`config.mk`:
```
export PLATFORM = sky130hd
export DESIGN_NAME = hazard_ctrl_flat
export DESIGN_NICKNAME = d
export VERILOG_FILES = /design/src/rtl/hazard_ctrl_if.sv /design/src/rtl/hazard_ctrl.sv /design/src/flat_wrapper.sv
export SDC_FILE = /design/constraint.sdc
export NUM_CORES = 1
export LEC_CHECK = 0
export CORE_MARGIN = 2
export CORE_UTILIZATION = 47
export CTS_CLUSTER_DIAMETER = 120
export DETAILED_ROUTE_END_ITERATION = 16
export PLACE_DENSITY = 0.85
export RECOVER_POWER = 50
export SLEW_MARGIN = 20
export SYNTH_ARGS = -nofsm -noshare
export SYNTH_HDL_FRONTEND = slang
export SYNTH_SLANG_ARGS = --single-unit
```
`constraint.sdc`:
```
create_clock -name clk -period 3.3 [get_ports clk]
set_input_delay 0.495 -clock clk [delete_from_list [all_inputs] [get_ports clk]]
set_output_delay 0.495 -clock clk [all_outputs]
set_load 0.01 [all_outputs]
```
`src/rtl/hazard_ctrl_if.sv`:
```
// hazard_ctrl_if: bundle between the pipeline datapath and the hazard controller.
//   Datapath -> controller: Decode operand fields (d_ra, d_rb, d_use_ra, d_use_rb),
//     Execute control fields (ex_rd, ex_rw, ex_mr, ex_br_taken, ex_hlt), irq.
//   Controller -> datapath: pc_ld, pc_sel, fd_ld, fd_flush, dex_ld, dex_flush,
//     int_save, int_ack, halted, stall_cnt.
// master: datapath side. slave: hazard controller side.
interface hazard_ctrl_if #(
    parameter int unsigned REG_W = 2
) ();
    logic [REG_W-1:0] d_ra;
    logic [REG_W-1:0] d_rb;
    logic             d_use_ra;
    logic             d_use_rb;
    logic [REG_W-1:0] ex_rd;
    logic             ex_rw;
    logic             ex_mr;
    logic             ex_br_taken;
    logic             ex_hlt;
    logic             irq;

    logic             pc_ld;
    logic [1:0]       pc_sel;
    logic             fd_ld;
    logic             fd_flush;
    logic             dex_ld;
    logic             dex_flush;
    logic             int_save;
    logic             int_ack;
    logic             halted;
    logic [7:0]       stall_cnt;

    modport master (
        output d_ra, d_rb, d_use_ra, d_use_rb, ex_rd, ex_rw, ex_mr, ex_br_taken, ex_hlt, irq,
        input  pc_ld, pc_sel, fd_ld, fd_flush, dex_ld, dex_flush, int_save, int_ack, halted,
               stall_cnt
    );

    modport slave (
        input  d_ra, d_rb, d_use_ra, d_use_rb, ex_rd, ex_rw, ex_mr, ex_br_taken, ex_hlt, irq,
        output pc_ld, pc_sel, fd_ld, fd_flush, dex_ld, dex_flush, int_save, int_ack, halted,
               stall_cnt
    );
endinterface

```
`src/rtl/hazard_ctrl.sv`:
```
// hazard_ctrl: pipeline sequencing controller beside the D/Ex latch.
//   Generates PC / F-D / D-Ex load and flush strobes, inserts a bubble on load-use
//   hazards, squashes wrong-path work on taken branches, parks on HLT and runs a
//   multi-cycle interrupt entry (int_save ... int_ack over INT_CYCLES cycles).
// Ports:
//   clk     - clock, posedge
//   reset   - asynchronous active-high reset
//   ctrl_io - hazard_ctrl_if.slave: Decode/Execute fields and irq in, strobes out
// Outputs are combinational from registered state and current inputs; reset forces
// them to the safe "everything flushed, nothing loaded" pattern immediately.
module hazard_ctrl #(
    parameter int unsigned REG_W      = 2,
    parameter int unsigned INT_CYCLES = 2
) (
    input  logic          clk,
    input  logic          reset,
    hazard_ctrl_if.slave  ctrl_io
);

    localparam int unsigned IcntW = (INT_CYCLES > 1) ? $clog2(INT_CYCLES) : 1;
    localparam logic [IcntW-1:0] IcntLast = IcntW'(INT_CYCLES - 1);

    typedef enum logic [1:0] {StRun, StHalted, StInt} state_e;

    state_e           state_q, state_d;
    logic             irq_q;
    logic             pend_q, pend_d;
    logic [IcntW-1:0] icnt_q, icnt_d;
    logic [7:0]       stall_q, stall_d;

    logic [REG_W-1:0] d_ra, d_rb, ex_rd;
    logic             lu;
    logic             irq_edge;
    logic             ack;

    assign d_ra  = ctrl_io.d_ra;
    assign d_rb  = ctrl_io.d_rb;
    assign ex_rd = ctrl_io.ex_rd;

    assign lu = ctrl_io.ex_mr & ctrl_io.ex_rw &
                ((ctrl_io.d_use_ra & (d_ra == ex_rd)) | (ctrl_io.d_use_rb & (d_rb == ex_rd)));
    assign irq_edge = ctrl_io.irq & ~irq_q;

    always_comb begin
        ctrl_io.pc_ld     = 1'b1;
        ctrl_io.pc_sel    = 2'b00;
        ctrl_io.fd_ld     = 1'b1;
        ctrl_io.fd_flush  = 1'b0;
        ctrl_io.dex_ld    = 1'b1;
        ctrl_io.dex_flush = 1'b0;
        ctrl_io.int_save  = 1'b0;
        ctrl_io.halted    = 1'b0;
        ack               = 1'b0;
        state_d           = state_q;
        icnt_d            = icnt_q;
        stall_d           = stall_q;

        unique case (state_q)
            StRun: begin
                if (ctrl_io.ex_br_taken) begin
                    // Pending interrupt waits so the saved PC is the branch target.
                    ctrl_io.pc_sel    = 2'b01;
                    ctrl_io.fd_flush  = 1'b1;
                    ctrl_io.dex_flush = 1'b1;
                end else if (pend_q) begin
                    ctrl_io.pc_ld     = 1'b0;
                    ctrl_io.fd_flush  = 1'b1;
                    ctrl_io.dex_flush = 1'b1;
                    ctrl_io.int_save  = 1'b1;
                    state_d           = StInt;
                    icnt_d            = IcntW'(1);
                end else if (ctrl_io.ex_hlt) begin
                    ctrl_io.pc_ld     = 1'b0;
                    ctrl_io.fd_ld     = 1'b0;
                    ctrl_io.dex_flush = 1'b1;
                    state_d           = StHalted;
                end else if (lu) begin
                    ctrl_io.pc_ld     = 1'b0;
                    ctrl_io.fd_ld     = 1'b0;
                    ctrl_io.dex_flush = 1'b1;
                    stall_d           = (stall_q == 8'hff) ? stall_q : stall_q + 8'd1;
                end
            end
            StHalted: begin
                ctrl_io.halted    = 1'b1;
                ctrl_io.pc_ld     = 1'b0;
                ctrl_io.fd_ld     = 1'b0;
                ctrl_io.dex_flush = 1'b1;
                if (pend_q) begin
                    ctrl_io.fd_flush = 1'b1;
                    ctrl_io.int_save = 1'b1;
                    state_d          = StInt;
                    icnt_d           = IcntW'(1);
                end
            end
            StInt: begin
                ctrl_io.pc_ld     = 1'b0;
                ctrl_io.fd_flush  = 1'b1;
                ctrl_io.dex_flush = 1'b1;
                if (icnt_q == IcntLast) begin
                    ctrl_io.pc_sel = 2'b10;
                    ctrl_io.pc_ld  = 1'b1;
                    ack            = 1'b1;
                    state_d        = StRun;
                    icnt_d         = '0;
                end else begin
                    icnt_d = icnt_q + IcntW'(1);
                end
            end
            default: begin
                state_d = StRun;
                icnt_d  = '0;
            end
        endcase

        // A fresh edge in the acknowledge cycle must survive the clear.
        pend_d = irq_edge | (pend_q & ~ack);

        ctrl_io.int_ack = ack;

        if (reset) begin
            ctrl_io.pc_ld     = 1'b0;
            ctrl_io.pc_sel    = 2'b00;
            ctrl_io.fd_ld     = 1'b0;
            ctrl_io.fd_flush  = 1'b1;
            ctrl_io.dex_ld    = 1'b0;
            ctrl_io.dex_flush = 1'b1;
            ctrl_io.int_save  = 1'b0;
            ctrl_io.int_ack   = 1'b0;
            ctrl_io.halted    = 1'b0;
        end
    end

    assign ctrl_io.stall_cnt = stall_q;

    always_ff @(posedge clk or posedge reset) begin
        if (reset) begin
            state_q <= StRun;
            irq_q   <= 1'b0;
            pend_q  <= 1'b0;
            icnt_q  <= '0;
            stall_q <= 8'd0;
        end else begin
            state_q <= state_d;
            irq_q   <= ctrl_io.irq;
            pend_q  <= pend_d;
            icnt_q  <= icnt_d;
            stall_q <= stall_d;
        end
    end

endmodule
```
`src/flat_wrapper.sv`:
```
// flat-port wrapper written by rule: the top's interface ports become plain ports
module hazard_ctrl_flat 
#(
    parameter int unsigned REG_W      = 2,
    parameter int unsigned INT_CYCLES = 2
)
  (clk, reset, ctrl_io_d_ra, ctrl_io_d_rb, ctrl_io_d_use_ra, ctrl_io_d_use_rb, ctrl_io_ex_rd, ctrl_io_ex_rw, ctrl_io_ex_mr, ctrl_io_ex_br_taken, ctrl_io_ex_hlt, ctrl_io_irq, ctrl_io_pc_ld, ctrl_io_pc_sel, ctrl_io_fd_ld, ctrl_io_fd_flush, ctrl_io_dex_ld, ctrl_io_dex_flush, ctrl_io_int_save, ctrl_io_int_ack, ctrl_io_halted, ctrl_io_stall_cnt);
  hazard_ctrl_if #(.REG_W(REG_W)) ctrl_io_i ();
  input  logic clk;
  input  logic reset;
  input wire logic [$bits(ctrl_io_i.d_ra)-1:0] ctrl_io_d_ra;
  input wire logic [$bits(ctrl_io_i.d_rb)-1:0] ctrl_io_d_rb;
  input wire logic [$bits(ctrl_io_i.d_use_ra)-1:0] ctrl_io_d_use_ra;
  input wire logic [$bits(ctrl_io_i.d_use_rb)-1:0] ctrl_io_d_use_rb;
  input wire logic [$bits(ctrl_io_i.ex_rd)-1:0] ctrl_io_ex_rd;
  input wire logic [$bits(ctrl_io_i.ex_rw)-1:0] ctrl_io_ex_rw;
  input wire logic [$bits(ctrl_io_i.ex_mr)-1:0] ctrl_io_ex_mr;
  input wire logic [$bits(ctrl_io_i.ex_br_taken)-1:0] ctrl_io_ex_br_taken;
  input wire logic [$bits(ctrl_io_i.ex_hlt)-1:0] ctrl_io_ex_hlt;
  input wire logic [$bits(ctrl_io_i.irq)-1:0] ctrl_io_irq;
  output wire logic [$bits(ctrl_io_i.pc_ld)-1:0] ctrl_io_pc_ld;
  output wire logic [$bits(ctrl_io_i.pc_sel)-1:0] ctrl_io_pc_sel;
  output wire logic [$bits(ctrl_io_i.fd_ld)-1:0] ctrl_io_fd_ld;
  output wire logic [$bits(ctrl_io_i.fd_flush)-1:0] ctrl_io_fd_flush;
  output wire logic [$bits(ctrl_io_i.dex_ld)-1:0] ctrl_io_dex_ld;
  output wire logic [$bits(ctrl_io_i.dex_flush)-1:0] ctrl_io_dex_flush;
  output wire logic [$bits(ctrl_io_i.int_save)-1:0] ctrl_io_int_save;
  output wire logic [$bits(ctrl_io_i.int_ack)-1:0] ctrl_io_int_ack;
  output wire logic [$bits(ctrl_io_i.halted)-1:0] ctrl_io_halted;
  output wire logic [$bits(ctrl_io_i.stall_cnt)-1:0] ctrl_io_stall_cnt;
  assign ctrl_io_i.d_ra = ctrl_io_d_ra;
  assign ctrl_io_i.d_rb = ctrl_io_d_rb;
  assign ctrl_io_i.d_use_ra = ctrl_io_d_use_ra;
  assign ctrl_io_i.d_use_rb = ctrl_io_d_use_rb;
  assign ctrl_io_i.ex_rd = ctrl_io_ex_rd;
  assign ctrl_io_i.ex_rw = ctrl_io_ex_rw;
  assign ctrl_io_i.ex_mr = ctrl_io_ex_mr;
  assign ctrl_io_i.ex_br_taken = ctrl_io_ex_br_taken;
  assign ctrl_io_i.ex_hlt = ctrl_io_ex_hlt;
  assign ctrl_io_i.irq = ctrl_io_irq;
  assign ctrl_io_pc_ld = ctrl_io_i.pc_ld;
  assign ctrl_io_pc_sel = ctrl_io_i.pc_sel;
  assign ctrl_io_fd_ld = ctrl_io_i.fd_ld;
  assign ctrl_io_fd_flush = ctrl_io_i.fd_flush;
  assign ctrl_io_dex_ld = ctrl_io_i.dex_ld;
  assign ctrl_io_dex_flush = ctrl_io_i.dex_flush;
  assign ctrl_io_int_save = ctrl_io_i.int_save;
  assign ctrl_io_int_ack = ctrl_io_i.int_ack;
  assign ctrl_io_halted = ctrl_io_i.halted;
  assign ctrl_io_stall_cnt = ctrl_io_i.stall_cnt;
  hazard_ctrl #(.REG_W(REG_W), .INT_CYCLES(INT_CYCLES)) u_core (.clk(clk), .reset(reset), .ctrl_io(ctrl_io_i));
endmodule
```
==> out/qor.csv <==
stage;metric;value;unit
status;status;finished clean;
finish;layout_common_cells;clkdlybuf4s50_1 (25), dfrtp_1 (13), nor2_1 (10);
sta;tns;0;ns
global_route;grt_pass1_wl;3670;um
finish;nets;156;
power_and_ir_drop;ir_drop;0.0005275;V
detailed_routing;viasPerCell;5.519;
yosys;synth_fa_ha_area_frac;0.06676;
yosys;synth_compound_area_frac;0.2270;
critical_path;critPathLaunchType;input pin;
run;maxCapViolations;0;
die;die_h;48.66;um
sta;hold_violations;0;
sta;relSlewSlack;0.6629;
die;std_cell_rows;16;
cts;numCtsBuffers;3;
finish;layout_commonest_cell;clkdlybuf4s50_1;
global_route;grt_overflow;0;
yosys;ys_warn_count;0;
cts;clk_latency;0.28;ns
critical_path;cp_data_required_time;2.80;ns
finish;layout-drive-gt1-share;0.08889;
sta;tightest_slew;0.5057;ns
yosys;synth_edf_count;0;
cts;cts_resized;0;
die;die-area;0.002367;mm^2
cts;path_clk_slew;0.07;ns
detailed_routing;drt_first_pass_iters;5;
die;die_w;48.66;um
die;io_pins;33;
sta;timing.final.crit_share;0.8620;
yosys;yosys_register_bits;13;
placed_design;hpwl;1786;um
yosys;synth_nets;121;
yosys;synth_cell_type_count;32;
yosys;synth.yosys.seq_area_share;0.3471;
sta;rsz0062_at_grt;no;
critical_path;crit_path_start;ctrl_io_ex_rd[1];
yosys;synthXorXnorAreaFrac;0.1108;
yosys;synth.area.mux_share;0.01202;
cts;tritoncts;built;
worst_hold_path;min_path_type;reg -> reg;
finish;antenna_cells;0;
placed_design;portBuffers;32;
global_route;grt_use_total;0.1999;
detailed_routing;num_vias;894;
power_and_ir_drop;leakage;0.5924;nW
cts;postCtsHoldBufs;0;
critical_path;rrSetupSlack;1.26;ns
detailed_routing;wl_per_cell;13.47;um
critical_path;arrival;2.35;ns
yosys;synth_top_family_by_area;compound AO/OA/AOI/OAI gates;
cts;clk_path_buf_depth;2;
critical_path;rr_startpoint;u_core.state_q[0];
global_route;grt_pass1_vias;811;
cts;htreeDepth;1;
die;core;0.001922;mm^2
sta;slew_violations;0;
sta;timing.fmax;351.5;MHz
detailed_routing;final_antenna_net_count;0;
critical_path;critPathKind;in -> out;
critical_path;reg2reg_depth;5;
placed_design;routabilityCongestion;0.7942;
sta;setup-violations-final;0;
yosys;netlist_area;937.1;um^2
yosys;yosys.area_share.simple;0.1869;
global_route;antenna_found_initial;0;
critical_path;worst_setup_path_end_kind;output pin;
yosys;syn_area_per_cell;9.279;um^2
yosys;ys.flop_type;dfrtp_1;
detailed_routing;drt_iter0_drc;34;
finish;area_growth;39.65;%
critical_path;path_max_fanout;10;
detailed_routing;drcViolationCount;0;
global_route;grt_max_degree;14;
yosys;async_flop_share;1.000;
yosys;synth_cells;101;
power_and_ir_drop;powerDensity;570.3;mW/mm^2
detailed_routing;wl;2182;um
cts;cts_setup_buffers;0;
critical_path;r2r-end;u_core.ctrl_io.stall_cnt[1];
sta;finalClockSkew;0.01305;ns
sta;finalCriticalPeriod;2.845;ns
die;start_util;0.4876;
critical_path;endpoint;ctrl_io_fd_ld;
cts;clock_sinks;13;
cts;cts_root_buf;clkbuf_4;
finish;postLayoutCoreUtil;0.6810;
## worst max-delay path, stage by stage
cell and delay, ns:
clkdlybuf4s50_1 0.54, xnor2_1 0.11, nand3_2 0.20, nand3_1 0.11, a311oi_1 0.30, clkdlybuf4s50_1 0.59
## metal layers
metal	vias up	GRT usage	part of all wire	routed length, um
met2	42	0.3447	0.49	1065
met4	0	0.01429	0.0073	16
li1	429	-	-	-
met3	6	0.06173	0.083	182
met5	-	0	0	0
met1	417	0.2570	0.42	918
## flip-flops by register name (all words and copies together), names as in the netlist
name / count
u_core.icnt_q: 1
u_core.ctrl_io.stall_cnt: 8
u_core.state_q: 2
u_core.pend_q: 1
u_core.irq_q: 1
## cells by family after synthesis
group                      Yosys count
AOI/OAI and AO/OA                   26
xor gates and xnor gates            11
adders and majority gates            5
buffers and inverters               12
DFF                                 13
muxes                                1
and+or+nand+nor                     33
## cell type report
cell class              instances  area, um^2
inverters                       9       33.78
repair buffers                 33       324.1
flip-flops and latches         13       325.3
well taps                      27       33.78
multi-input cells              76       565.5
fillers                       167       613.1
clock buffers                   4       26.28
## stage by stage
| step | power, mW | hold WS [ns] | worst slack (ns) | std cells | instance area, um^2 |
|---|---|---|---|---|---|
| 6_report | 0.7463 | 0.4253 | 0.4554 | 162 | 1309 |
| 3_3_place_gp | 0.6383 | 0.4013 | 0.4852 | 158 | 1286 |
| 2_1_floorplan | 0.5013 | 0.3919 | 1.356 | 101 | 937.1 |
| 5_1_grt | 0.8109 | 0.4629 | 0.3814 | 162 | 1309 |
| 3_5_place_dp | 0.6523 | 0.4087 | 0.4560 | 158 | 1286 |
| 4_1_cts | 0.7552 | 0.4191 | 0.4580 | 162 | 1313 |
## how the worst min path moves through the flow
stage,start,end,cells past startpoint
floorplan,u_core.irq_q,u_core.pend_q,1
global placement,u_core.irq_q,u_core.pend_q,1
detailed placement,u_core.irq_q,u_core.pend_q,1
CTS,u_core.irq_q,u_core.pend_q,1
global route,u_core.irq_q,u_core.pend_q,1
finish,u_core.irq_q,u_core.pend_q,1
## power by group
| group | internal, mW | total [mW] | leakage (nW) | switching, mW |
|---|---|---|---|---|
| registers | 0.191 | 0.236 | 0.171 | 0.0445 |
| logic | 0.199 | 0.412 | 0.407 | 0.214 |
| clock network | 0.0469 | 0.0979 | 0.0150 | 0.0510 |
## synthesized netlist by cell type (3+ instances only)
| cell | instances | share of area |
|---|---|---|
| ha_1 | 5 | 0.067 |
| xnor2_1 | 3 | 0.028 |
| dfrtp_1 | 13 | 0.35 |
| o21ai_1 | 5 | 0.027 |
| nor2_1 | 10 | 0.040 |
| a211oi_1 | 3 | 0.024 |
| nand3_1 | 5 | 0.027 |
| inv_1 | 9 | 0.036 |
| a2111oi_2 | 3 | 0.048 |
| a21oi_1 | 5 | 0.027 |
| nand2_1 | 8 | 0.032 |
| xor2_1 | 7 | 0.065 |
Power figures use the tool's default switching activity.
